**src/rtl/vga_frame_reader.sv**
```systemverilog
// vga_frame_reader
//   Scanout stage between the frame-buffer SRAM read port and the VGA DAC.
//   Generates 640x480 VGA timing, walks a IMG_W x IMG_H image window in
//   row-major order issuing SRAM read addresses, and expands the returned
//   RGB332 bytes to 8 bits per channel with sync/blank aligned to the data.
//
//   Optional build macro:
//     VGA_BORDER_EN  - draw a 1-pixel white ring just outside the window.
//
// Ports:
//   CLK           in   system clock
//   RST_N         in   asynchronous active-low reset
//   pix_en        in   pixel tick; all state advances only when high
//   sram_address  out  registered SRAM read address for the current pixel
//   sram_enable   out  SRAM write enable, constant 0 (read only)
//   sram_data     in   SRAM read data for sram_address
//   vga_r/g/b     out  8-bit colour channels
//   vga_hsync     out  horizontal sync, active low
//   vga_vsync     out  vertical sync, active low
//   vga_blank_n   out  high while a visible pixel is driven
//   frame_start   out  one-CLK pulse marking the tick that loads pixel (0,0)

module vga_frame_reader #(
    parameter int H_VISIBLE     = 640,
    parameter int H_FRONT       = 16,
    parameter int H_SYNC        = 96,
    parameter int H_BACK        = 48,
    parameter int V_VISIBLE     = 480,
    parameter int V_FRONT       = 10,
    parameter int V_SYNC        = 2,
    parameter int V_BACK        = 33,
    parameter int IMG_W         = 224,
    parameter int IMG_H         = 180,
    parameter int IMG_X0        = 208,
    parameter int IMG_Y0        = 150,
    parameter int ADDRESS_WIDTH = 16,
    parameter int DATA_WIDTH    = 8,
    parameter logic [DATA_WIDTH-1:0] BG_COLOR = 8'h00
) (
    input  logic                     CLK,
    input  logic                     RST_N,
    input  logic                     pix_en,
    output logic [ADDRESS_WIDTH-1:0] sram_address,
    output logic                     sram_enable,
    input  logic [DATA_WIDTH-1:0]    sram_data,
    output logic [7:0]               vga_r,
    output logic [7:0]               vga_g,
    output logic [7:0]               vga_b,
    output logic                     vga_hsync,
    output logic                     vga_vsync,
    output logic                     vga_blank_n,
    output logic                     frame_start
);

    localparam int H_TOTAL = H_VISIBLE + H_FRONT + H_SYNC + H_BACK;
    localparam int V_TOTAL = V_VISIBLE + V_FRONT + V_SYNC + V_BACK;
    localparam int HW      = $clog2(H_TOTAL);
    localparam int VW      = $clog2(V_TOTAL);

    localparam logic [HW-1:0] H_LAST     = HW'(H_TOTAL - 1);
    localparam logic [HW-1:0] H_VIS_END  = HW'(H_VISIBLE);
    localparam logic [HW-1:0] H_SYNC_BEG = HW'(H_VISIBLE + H_FRONT);
    localparam logic [HW-1:0] H_SYNC_END = HW'(H_VISIBLE + H_FRONT + H_SYNC);
    localparam logic [HW-1:0] WIN_X_BEG  = HW'(IMG_X0);
    localparam logic [HW-1:0] WIN_X_END  = HW'(IMG_X0 + IMG_W);

    localparam logic [VW-1:0] V_LAST     = VW'(V_TOTAL - 1);
    localparam logic [VW-1:0] V_VIS_END  = VW'(V_VISIBLE);
    localparam logic [VW-1:0] V_SYNC_BEG = VW'(V_VISIBLE + V_FRONT);
    localparam logic [VW-1:0] V_SYNC_END = VW'(V_VISIBLE + V_FRONT + V_SYNC);
    localparam logic [VW-1:0] WIN_Y_BEG  = VW'(IMG_Y0);
    localparam logic [VW-1:0] WIN_Y_END  = VW'(IMG_Y0 + IMG_H);

`ifdef VGA_BORDER_EN
    // Ring bounds are inclusive: one pixel beyond each window edge.
    localparam logic [HW-1:0] RING_X_BEG = HW'(IMG_X0 - 1);
    localparam logic [HW-1:0] RING_X_END = HW'(IMG_X0 + IMG_W);
    localparam logic [VW-1:0] RING_Y_BEG = VW'(IMG_Y0 - 1);
    localparam logic [VW-1:0] RING_Y_END = VW'(IMG_Y0 + IMG_H);
`endif

    logic [HW-1:0]            h_cnt;
    logic [VW-1:0]            v_cnt;
    logic [HW-1:0]            h_nxt;
    logic [VW-1:0]            v_nxt;
    logic                     h_wrap;
    logic                     v_wrap;
    logic                     frame_wrap;
    logic                     in_vis;
    logic                     in_win;
    logic                     hs;
    logic                     vs;
    logic                     win_nxt;
    logic [ADDRESS_WIDTH-1:0] addr_nxt;
    logic [DATA_WIDTH-1:0]    pix_c;
`ifdef VGA_BORDER_EN
    logic                     ring;
`endif

    assign sram_enable = 1'b0;

    always_comb begin
        h_wrap     = (h_cnt == H_LAST);
        v_wrap     = (v_cnt == V_LAST);
        frame_wrap = h_wrap && v_wrap;
        h_nxt      = h_wrap ? '0 : h_cnt + HW'(1);
        v_nxt      = v_cnt;
        if (h_wrap) begin
            v_nxt = v_wrap ? '0 : v_cnt + VW'(1);
        end

        in_vis = (h_cnt < H_VIS_END) && (v_cnt < V_VIS_END);
        in_win = (h_cnt >= WIN_X_BEG) && (h_cnt < WIN_X_END) &&
                 (v_cnt >= WIN_Y_BEG) && (v_cnt < WIN_Y_END);
        hs     = (h_cnt >= H_SYNC_BEG) && (h_cnt < H_SYNC_END);
        vs     = (v_cnt >= V_SYNC_BEG) && (v_cnt < V_SYNC_END);

        // The address is computed for the pixel being loaded into the
        // counters, so it is already settled when that pixel's colour is
        // registered one tick later.
        win_nxt  = (h_nxt >= WIN_X_BEG) && (h_nxt < WIN_X_END) &&
                   (v_nxt >= WIN_Y_BEG) && (v_nxt < WIN_Y_END);
        addr_nxt = ADDRESS_WIDTH'(v_nxt - WIN_Y_BEG) * ADDRESS_WIDTH'(IMG_W) +
                   ADDRESS_WIDTH'(h_nxt - WIN_X_BEG);

`ifdef VGA_BORDER_EN
        ring  = (h_cnt >= RING_X_BEG) && (h_cnt <= RING_X_END) &&
                (v_cnt >= RING_Y_BEG) && (v_cnt <= RING_Y_END) && !in_win;
        pix_c = in_win ? sram_data : (ring ? {DATA_WIDTH{1'b1}} : BG_COLOR);
`else
        pix_c = in_win ? sram_data : BG_COLOR;
`endif
    end

    always_ff @(posedge CLK or negedge RST_N) begin
        if (!RST_N) begin
            h_cnt        <= '0;
            v_cnt        <= '0;
            sram_address <= '0;
            vga_r        <= '0;
            vga_g        <= '0;
            vga_b        <= '0;
            vga_hsync    <= 1'b1;
            vga_vsync    <= 1'b1;
            vga_blank_n  <= 1'b0;
            frame_start  <= 1'b0;
        end else begin
            // Not gated by a hold: the pulse drops after one CLK even when
            // the following CLK is not a pixel tick.
            frame_start <= pix_en && frame_wrap;
            if (pix_en) begin
                h_cnt <= h_nxt;
                v_cnt <= v_nxt;
                if (frame_wrap) begin
                    sram_address <= '0;
                end else if (win_nxt) begin
                    sram_address <= addr_nxt;
                end
                // RGB332 expansion by bit replication so full scale maps to 8'hFF.
                vga_r       <= in_vis ? {pix_c[7:5], pix_c[7:5], pix_c[7:6]} : 8'h00;
                vga_g       <= in_vis ? {pix_c[4:2], pix_c[4:2], pix_c[4:3]} : 8'h00;
                vga_b       <= in_vis ? {pix_c[1:0], pix_c[1:0], pix_c[1:0], pix_c[1:0]} : 8'h00;
                vga_hsync   <= ~hs;
                vga_vsync   <= ~vs;
                vga_blank_n <= in_vis;
            end
        end
    end

endmodule

```
**config.mk**
```make
export PLATFORM = sky130hd
export DESIGN_NAME = vga_frame_reader
export DESIGN_NICKNAME = d
export VERILOG_FILES = /design/src/rtl/vga_frame_reader.sv
export SDC_FILE = /design/constraint.sdc
export NUM_CORES = 1
export LEC_CHECK = 0
export ABC_AREA = 1
export ABC_CLOCK_PERIOD_IN_PS = 8900
export BUFFER_PORTS_ARGS = -buffer_cell sky130_fd_sc_hd__buf_4
export CORE_ASPECT_RATIO = 0.7
export CORE_MARGIN = 2
export CORE_UTILIZATION = 33
export DETAILED_ROUTE_END_ITERATION = 7
export GPL_ROUTABILITY_DRIVEN = 1
export PLACE_DENSITY = 0.59
export SLEW_MARGIN = 20
export SYNTH_ARGS = -nofsm -noshare
export SYNTH_HDL_FRONTEND = slang
export SYNTH_SLANG_ARGS = --single-unit
```
**constraint.sdc**
```tcl
create_clock -name CLK -period 8.9 [get_ports CLK]
set_input_delay 2.225 -clock CLK [delete_from_list [all_inputs] [get_ports CLK]]
set_output_delay 2.225 -clock CLK [all_outputs]
set_load 0.005 [all_outputs]
```
=== Yosys cells after proc, flatten, opt, wreduce, memory -nomap -nowiden ===
Index checks and enable logic that the tools add are counted.

* Register bits after elaboration: 64
* Bits in latches: 0
* RAM bits: 0
* Bits in read-only memories: 0
* Input bits: 11
* Output and inout bits: 45
* Logic and storage cells: 56
* Memories: 0

* $add $sub $neg: 5
* Multipliers: 1
* Divide/modulo/power cells: 0
* $lt $le $gt $ge: 14
* Equal/unequal tests: 2
* Shifts and indexed selects: 0
* Muxes and demuxes: 9
* Bitwise logic cells: 2
* Reduce and logical (&&, ||, !) cells: 13

{| class="wikitable"
|+ Operator list
! operator !! count
|-
| < comparator 10 x 9 -> 1 bit (second input constant) || 6
|-
| greater-or-equal comparator 10 x 8 -> 1 bit (second input constant) || 4
|-
| two-way mux 16 bit || 2
|-
| two-way mux 8 bit || 4
|-
| two-way mux 10 bit || 3
|-
| subtractor 10 x 8 -> 11 bit (second input constant) || 2
|-
| adder 10 x 1 -> 10 bit (second input constant) || 2
|-
| equality test 10 bit (second input constant) || 2
|-
| < comparator 10 bit (second input constant) || 2
|-
| adder 16 bit || 1
|-
| multiplier 16 x 3 -> 11 bit (second input constant) || 1
|-
| logical AND 1 bit || 11
|-
| greater-or-equal comparator 10 bit (second input constant) || 1
|-
| greater-or-equal comparator 10 x 9 -> 1 bit (second input constant) || 1
|-
| inverter 1 bit || 2
|-
| AND reduction 2 bit || 1
|-
| nonzero test 2 bit || 1
|}

=== Logic depth before layout (Yosys ltp) ===
Gate-level depths: netlist (run 1).

* Depth after elaboration: 8
* Mapped depth: 35
* Mapped depth without buffers: 35

=== Worst setup path before layout (run 1) ===
OpenSTA, ideal clock, no wires.

* Path type: reg-to-reg
* Start point: register h_cnt[0]
* End point: register sram_address[15]
* Library setup time: 0.117 ns
* Data arrival time: 4.449 ns
* Data required time: 8.783 ns
* Slack: 4.333 ns
* Cell stages (with the launch flop): 32
* Path buffers: 0
* Clock period less this slack: 4.567 ns
* Cells stage by stage: dfrtp_1 -> ha_1 -> nand2_2 -> nor2_4 -> nand3_4 -> o21ai_2 -> nand2_1 -> nand2_2 -> xor2_1 -> fa_1 -> ha_1 -> a21oi_1 -> nand2_1 -> a21oi_1 -> o21bai_1 -> nand2_1 -> nand2_1 -> a21oi_1 -> xnor2_1 -> ha_1 -> nand2_1 -> nor2_1 -> nand2_1 -> o211ai_1 -> a31oi_1 -> inv_1 -> nand2_1 -> nand2_1 -> inv_1 -> nand2_1 -> nand3_1 -> nand2_1

* Elaborated cells between the ends (all ways): 20
* Those cells by class: add/sub: 4; mul: 1; order compare: 4; eq/ne: 1; mux: 4; reduce/logical: 6

{| class="wikitable"
|+ RTL lines
! what !! RTL line !! text
|-
| from (decl) || 82 || <nowiki>logic [HW-1:0] h_cnt;</nowiki>
|-
| from (signal assigned) || 152 || <nowiki>h_cnt <= h_nxt;</nowiki>
|-
| equality test 10 bit (*) || 103 || <nowiki>h_wrap = (h_cnt == H_LAST);</nowiki>
|-
| two-way mux 10 bit (*) || 108 || <nowiki>if (h_wrap) begin</nowiki>
|-
| net v_nxt[1] || 85 || <nowiki>logic [VW-1:0] v_nxt;</nowiki>
|-
| subtractor 10 x 8 -> 11 bit / greater-or-equal comparator 10 x 8 -> 1 bit (equally long branches) || 123, 122 ||
|-
| multiplier 16 x 3 -> 11 bit / logical AND 1 bit (equally long branches) || 123, 121 ||
|-
| adder 16 bit / logical AND 1 bit (equally long branches) || 123, 122 ||
|-
| two-way mux 16 bit / nonzero test 2 bit (equally long branches) || n/a ||
|-
| two-way mux 16 bit / AND reduction 2 bit (equally long branches) || n/a ||
|-
| to (signal assigned) || 157 || <nowiki>sram_address <= addr_nxt;</nowiki>
|-
| to (decl) || 43 || <nowiki>output logic [ADDRESS_WIDTH-1:0] sram_address,</nowiki>
|}

Mark *: on every way through the listed nets, which the timed path passes. The rest lies on a longest branch. The select of a mux whose other input is x is not followed.
A chain may end at the register's enable or synchronous reset.

=== Final worst setup path (run 1) ===
Same ends and word-level chain as after synthesis.

==> impl_metrics.py, run 1 <==
metrics = {
    "outcome": {
        "status": "finished clean",
    },
    "final_layout": {
        "fill_cells": 1308,
        "nets": 662,
        "drive_gt1_frac": 0.166,
        "antennaDiodeCount": 0,
        "area_delta_synth_final_pct": 13.0,
        "fin_cells": 778,
        "finalInstanceArea_mm2": 0.00474,
        "layout_commonest_cell": "nand2_1",
        "fin_util": 0.382,
        "mostFrequentLayoutCells": "nand2_1 (162), inv_1 (76), buf_4 (55), dfrtp_1 (46), nand3_1 (41)",
    },
    "synthesis": {
        "synth-simple-area-share": 0.278,
        "synth_fp_nets": 630,
        "ys_warn_count": 0,
        "synthCells": 584,
        "synth_fa_ha_area_frac": 0.112,
        "muxShareOfSynthArea": 0,
        "syn_area_mm2": 0.00419,
        "yosysSeqAreaShare": 0.287,
        "yosysUniqueCellTypes": 43,
        "synth.ff_latch_count": 48,
        "synth-compound-area-share": 0.129,
        "synth_xor_area_frac": 0.0689,
        "avgSynthCellArea_um2": 7.18,
        "synth_top_family_by_area": "simple AND/OR/NAND/NOR gates",
    },
    "clock_tree": {
        "cts_max_level": 2,
        "holdBufCountCts": 0,
        "clk_latency_ps": 290,
        "cts_resized": 0,
        "cts_buffer_depth": 2,
        "cts_root_buf": "clkbuf_16",
        "cts_tree": "yes",
        "cts_setup_buffers": 0,
        "numCtsBuffers": 5,
        "cts_sinks": 48,
        "cts.clk_slew.worst_paths_ps": 70,
    },
    "floorplan": {
        "io_pins": 56,
        "dieArea_mm2": 0.0136,
        "initial_core_util": 0.338,
        "core_area_mm2": 0.0124,
        "die_width_um": 139,
        "rows": 34,
        "die-height_um": 98.3,
    },
    "power_and_ir_drop": {
        "peakVddDrop_mv": 0.262,
        "comb_power_share": 0.738,
        "p_sw_mw": 0.970,
        "leakagePower_nw": 2.50,
        "power.internal_mw": 0.951,
        "p_seq_frac": 0.167,
        "netSwitchingFraction": 0.505,
        "finalPower_mw": 1.92,
        "p_per_area_mw_per_mm2": 405,
        "p_clk_frac": 0.095,
    },
    "detailed_routing": {
        "drt_iter0_drc": 300,
        "wirelength_mm": 9.63,
        "dr.pass1.iters": 4,
        "vias": 3671,
        "post-route-drc-count": 0,
        "vias_per_cell": 4.72,
        "postRouteAntennaNets": 0,
        "wl_per_cell_um": 12.4,
    },
    "placed_design": {
        "dpl-instance-area_mm2": 0.00460,
        "dp_hpwl_mm": 7.50,
        "post-place-cells": 771,
        "io_buffers": 54,
        "gp_congestion": 0.867,
    },
    "global_route": {
        "grt_max_degree": 49,
        "gr-usage-all-layers": 0.149,
        "grt_antenna_before_repair": 0,
        "grt_pass1_wl_mm": 16.9,
        "grt_pass1_vias": 3467,
        "overflow": 0,
    },
    "worst_setup_path": {
        "path_class": "reg -> reg",
        "startpoint_type": "flop",
        "path_max_fanout": 17,
        "crit_path_end_kind": "flop",
        "reg2reg_from": "h_cnt[0]",
        "crit_path_max_incr_delay_ps": 510,
        "crit_top_cell": "nand2_1",
        "cp_data_required_time_ps": 9080,
        "cp.arrival_ps": 5450,
        "cp_slowest_cell": "fa_1",
        "r2r-end": "sram_address[15]",
        "r2r_cells": 33,
        "rrSetupSlack_ps": 3630,
    },
    "hold_path": {
        "hold_path.class": "reg -> reg",
        "worstHoldEndpoint": "sram_address[3]",
        "min-delay-start": "sram_address[3]",
        "hold_path_depth": 2,
    },
    "sta": {
        "fin_setup_tns_ps": 0,
        "finalCritPeriodShare": 0.592,
        "finalHoldViolCount": 0,
        "rsz0062_at_grt": "no",
        "worstMarginPinSlew_ps": 677,
        "clock_skew_ps": 7.93,
        "max-slew-margin-rel": 0.544,
        "finalSetupViolCount": 0,
        "fmax_mhz": 190,
        "finalCriticalPeriod_ps": 5270,
        "drv_slew": 0,
    },
    "run": {
        "maxCapViolations": 0,
    },
}
sequential cells by signal, summed over array words and instances, names as in the netlist:
signal and count:
frame_start 1, h_cnt 10, sram_address 16, v_cnt 10, vga_b 2, vga_blank_n 1
vga_g 3, vga_hsync 1, vga_r 3, vga_vsync 1
per-stage QoR:
stage	hold slack, ps	setup WS (ps)
after floorplan	465	4330
after global placement	458	3900
after detailed placement	471	3730
after CTS	486	3690
after global routing	520	3060
final	481	3630
cell families (layout without fill, tap and decap cells):
family,count (synthesis),in the layout
and+or+nand+nor,267,267
buffers and inverters,113,145
AOI/OAI and AO/OA,90,90
other,1,1
adders and majority gates,35,35
xor gates and xnor gates,30,30
DFF,48,48
how the worst max path moves through the flow:
stage	startpoint	end	slack, ps	cells past startpoint
2_1_floorplan	h_cnt[0]	sram_address[15]	4330	31
3_3_place_gp	h_cnt[0]	sram_address[15]	3900	33
3_5_place_dp	h_cnt[0]	sram_address[15]	3730	33
4_1_cts	h_cnt[0]	sram_address[15]	3690	33
5_1_grt	h_cnt[0]	sram_address[15]	3060	33
6_report	h_cnt[0]	sram_address[15]	3630	33
final cells by class:
cell class / count / area [um2] / share of cell area
Clock buffer: 6 / 129 / 0.0272
Sequential cell: 48 / 1200 / 0.254
Clock inverter: 1 / 5.00 / 0.00106
Inverter: 83 / 313 / 0.0660
Multi-Input combinational cell: 423 / 2470 / 0.522
Tap cell: 162 / 203 / 0.0428
Timing Repair Buffer: 55 / 413 / 0.0871
power by group through the flow:
| stage | Sequential (mW) | Clock, mW | Combinational [mW] |
|---|---|---|---|
| 2_1_floorplan | 0.309 | 0 | 1.11 |
| 3_3_place_gp | 0.321 | 0 | 1.39 |
| 3_5_place_dp | 0.323 | 0 | 1.41 |
| 4_1_cts | 0.320 | 0.187 | 1.42 |
| 5_1_grt | 0.329 | 0.196 | 1.63 |
| 6_report | 0.320 | 0.182 | 1.42 |
worst max-delay path: cells and delay by family, from the launching register on:
family                     cells  cell delay (ps)
and+or+nand+nor               18             1650
adders and majority gates      4             1370
AOI/OAI and AO/OA              6              840
xor gates and xnor gates       2              610
DFF                            1              410
buffers and inverters          3              300
cell usage after synthesis, drive strengths merged:
cell    instances  share of area
a21o            4         0.0072
a21oi          24          0.030
a311oi          1         0.0021
a31oi           3         0.0045
a41oi           2         0.0042
buf            24          0.044
clkbuf          6         0.0054
clkinv          1         0.0012
conb            1        0.00089
dfrtp          46           0.27
dfstp           2          0.013
fa              4          0.019
ha             31          0.093
inv            82          0.073
nand2         173           0.16
nand3          45          0.062
nand3b          1         0.0018
nand4           7          0.010
nor2           33          0.033
nor3            6         0.0072
nor4            1         0.0015
o211ai          3         0.0054
o21a            1         0.0018
o21ai          49          0.067
o21bai          2         0.0036
o311ai          1         0.0021
or2             1         0.0015
xnor2          11          0.023
xor2           19          0.046
per-layer routing:
layer  GRT usage  up-vias  wire (um)
met5           0        -          0
met4      0.0326        0         83
met3      0.0289        8        419
met2       0.215       70       3800
met1       0.229     1678       5330
li1            -     1915          -
Power figures use the tool's default switching activity.
==> run 2, diff against run 1 <==
--- a/config.mk
+++ b/config.mk
@@ -6,14 +6,14 @@
 export NUM_CORES = 1
 export LEC_CHECK = 0
 export ABC_AREA = 1
-export ABC_CLOCK_PERIOD_IN_PS = 8900
+export ABC_CLOCK_PERIOD_IN_PS = 4470
 export BUFFER_PORTS_ARGS = -buffer_cell sky130_fd_sc_hd__buf_4
 export CORE_ASPECT_RATIO = 0.7
 export CORE_MARGIN = 2
 export CORE_UTILIZATION = 33
 export DETAILED_ROUTE_END_ITERATION = 7
 export GPL_ROUTABILITY_DRIVEN = 1
-export PLACE_DENSITY = 0.59
+export PLACE_DENSITY = 0.6
 export SLEW_MARGIN = 20
 export SYNTH_ARGS = -nofsm -noshare
 export SYNTH_HDL_FRONTEND = slang
==> constraint.sdc (replaced) <==
create_clock -name CLK -period 4.47 [get_ports CLK]
set_input_delay 1.1175 -clock CLK [delete_from_list [all_inputs] [get_ports CLK]]
set_output_delay 1.1175 -clock CLK [all_outputs]
set_load 0.005 [all_outputs]
==> run 2 against run 1 <==
Net effect:
- the run now ends with negative setup slack left
- first-iteration DRC count increased by 49%
- die area unchanged
- fmax grew 15%
- highest routed layer unchanged
- utilization up 7.3 points
- register-to-register slack worse by 3700 ps
- cell count up 9.1%
- global-route usage grew 0.99 points
- clock skew shrank 3.2 ps
- total power rose to 2.7 times the previous value
- combinational power grew to 2.9 times the previous value
- critical path type unchanged
- wire length up 18%
==> impl_metrics.py, run 2 (synthesis results as in run 1) <==
metrics = {
    "clock_tree": {
        "cts_tree": "yes",
        "cts.clk_slew.worst_paths_ps": 70,
        "clk_latency_ps": 290,
        "cts_sinks": 48,
        "cts_buffer_depth": 2,
        "cts_max_level": 2,
        "numCtsBuffers": 5,
        "cts_root_buf": "clkbuf_16",
    },
    "global_route": {
        "overflow": 0,
        "grt_pass1_wl_mm": 17.9,
        "grt_pass1_vias": 3751,
        "grt_antenna_before_repair": 0,
        "grt_max_degree": 49,
        "gr-usage-all-layers": 0.159,
    },
    "sta": {
        "worstMarginPinSlew_ps": 619,
        "clock_skew_ps": 4.76,
        "rsz0062_at_grt": "yes",
        "finalCriticalPeriod_ps": 4580,
        "finalSetupViolCount": 1,
        "fin_setup_tns_ps": -107,
        "finalCritPeriodShare": 1.02,
        "drv_slew": 0,
        "finalHoldViolCount": 0,
        "fmax_mhz": 218,
        "fin_ws_ps": -107,
        "max-slew-margin-rel": 0.588,
    },
    "outcome": {
        "violations": "negative setup slack",
        "status": "finished with violations",
    },
    "detailed_routing": {
        "post-route-drc-count": 0,
        "vias_per_cell": 4.83,
        "dr.pass1.iters": 5,
        "wirelength_mm": 11.3,
        "wl_per_cell_um": 13.3,
        "postRouteAntennaNets": 0,
        "vias": 4100,
        "drt_iter0_drc": 447,
    },
    "final_layout": {
        "regMostFlops": "sram_address",
        "reg_top3": "sram_address: 16 flops, h_cnt: 10 flops, v_cnt: 10 flops",
        "mostFrequentLayoutCells": "nand2_1 (152), buf_4 (123), inv_1 (72), dfrtp_1 (46), nand3_1 (38)",
        "fin_util": 0.454,
        "nets": 732,
        "area_delta_synth_final_pct": 34.5,
        "drive_gt1_frac": 0.317,
        "largest_reg_flops": 16,
        "finalInstanceArea_mm2": 0.00564,
        "antennaDiodeCount": 0,
        "layout_commonest_cell": "nand2_1",
    },
    "placed_design": {
        "post-place-ws_ps": -119,
        "gp_congestion": 0.879,
        "dpl-instance-area_mm2": 0.00500,
        "io_buffers": 54,
        "dp_hpwl_mm": 8.20,
    },
    "floorplan": {
        "die-height_um": 98.3,
        "die_width_um": 139,
        "dieArea_mm2": 0.0136,
        "initial_core_util": 0.338,
        "io_pins": 56,
        "core_area_mm2": 0.0124,
        "rows": 34,
    },
    "worst_setup_path": {
        "startpoint_type": "flop",
        "cp_slowest_cell": "dfrtp_1",
        "cp_data_required_time_ps": 4660,
        "cp.arrival_ps": 4770,
        "crit_buf_inv": 6,
        "crit_top_cell": "nand2_1",
        "path_max_fanout": 7,
        "path_delay_family": "simple AND/OR/NAND/NOR gates",
        "crit_path_end_kind": "flop",
        "crit_path_max_incr_delay_ps": 360,
        "path_class": "reg -> reg",
    },
    "power_and_ir_drop": {
        "p_per_area_mw_per_mm2": 921,
        "peakVddDrop_mv": 0.563,
        "leakagePower_nw": 2.90,
    },
    "run": {
        "maxCapViolations": 0,
    },
    "hold_path": {
        "hold_path.class": "reg -> reg",
    },
}
==> run 2: cell count changes in the layout (fill, tap and decap cells not counted), sizes merged <==
| cell | previous run | this run |
|---|---|---|
| buf | 55 | 125 |
| bufinv | 0 | 1 |
| inv | 82 | 83 |
| clkinv | 2 | 1 |
==> run 2: report_power, final <==
| group | total [mW] | internal [mW] | switching, mW |
|---|---|---|---|
| logic | 4.17 | 1.99 | 2.18 |
| clock network | 0.432 | 0.264 | 0.169 |
| registers | 0.599 | 0.536 | 0.0624 |
==> run 2: worst register-to-register path, delay by kind of cell, from the launching register on <==
kind                     cells  cell delay [ps]
buffers and inverters        6              550
XOR/XNOR                     3              540
AND/OR/NAND/NOR             16             1360
flip-flops                   1              360
AO/OA/AOI/OAI                4              510
adder cells (fa/ha/maj)      4             1130
==> run 2: metal layers <==
metal	track usage	wire (um)
met1	0.232	5660
met2	0.248	5020
met3	0.0270	505
met4	0.0342	141
met5	0	0
==> run 2: per-stage QoR <==
step | power [mW] | hold slack, ps | std cells
floorplan | 2.83 | 465 | 584
global placement | 3.82 | 457 | 824
detailed placement | 3.89 | 470 | 824
CTS | 4.47 | 487 | 834
global route | 5.67 | 509 | 849
finish | 5.20 | 488 | 849
==> run 2: cell type report <==
cell class / count / area, um2
fillers: 1229 / 6780
multi-input cells: 423 / 2800
flip-flops and latches: 48 / 1200
repair buffers: 125 / 955
inverters: 83 / 314
well taps: 162 / 203
clock buffers: 6 / 129
clock inverters: 2 / 35.0
==> run 2: path summary, 6_finish.rpt <==
| kind | from | end | slack (ps) | cells after the start |
|---|---|---|---|---|
| worst max-delay path | h_cnt[0] | sram_address[15] | -110 | 33 |
| worst min-delay path | sram_address[6] | sram_address[6] | 490 | 2 |
| worst max register to register | h_cnt[0] | sram_address[15] | -110 | 33 |
| worst min register to register | sram_address[6] | sram_address[6] | 490 | 2 |
| max in group asynchronous | RST_N | vga_b[6] | 3210 | 1 |
| min in group asynchronous | RST_N | h_cnt[3] | 830 | 1 |
==> run 2: repair_timing <==
action	4_1_cts	5_1_grt
buffers inserted	2	15
setup endpoints to repair	3	5
pin swaps	5	40
gates resized for setup	14	52
hold buffers	0	0
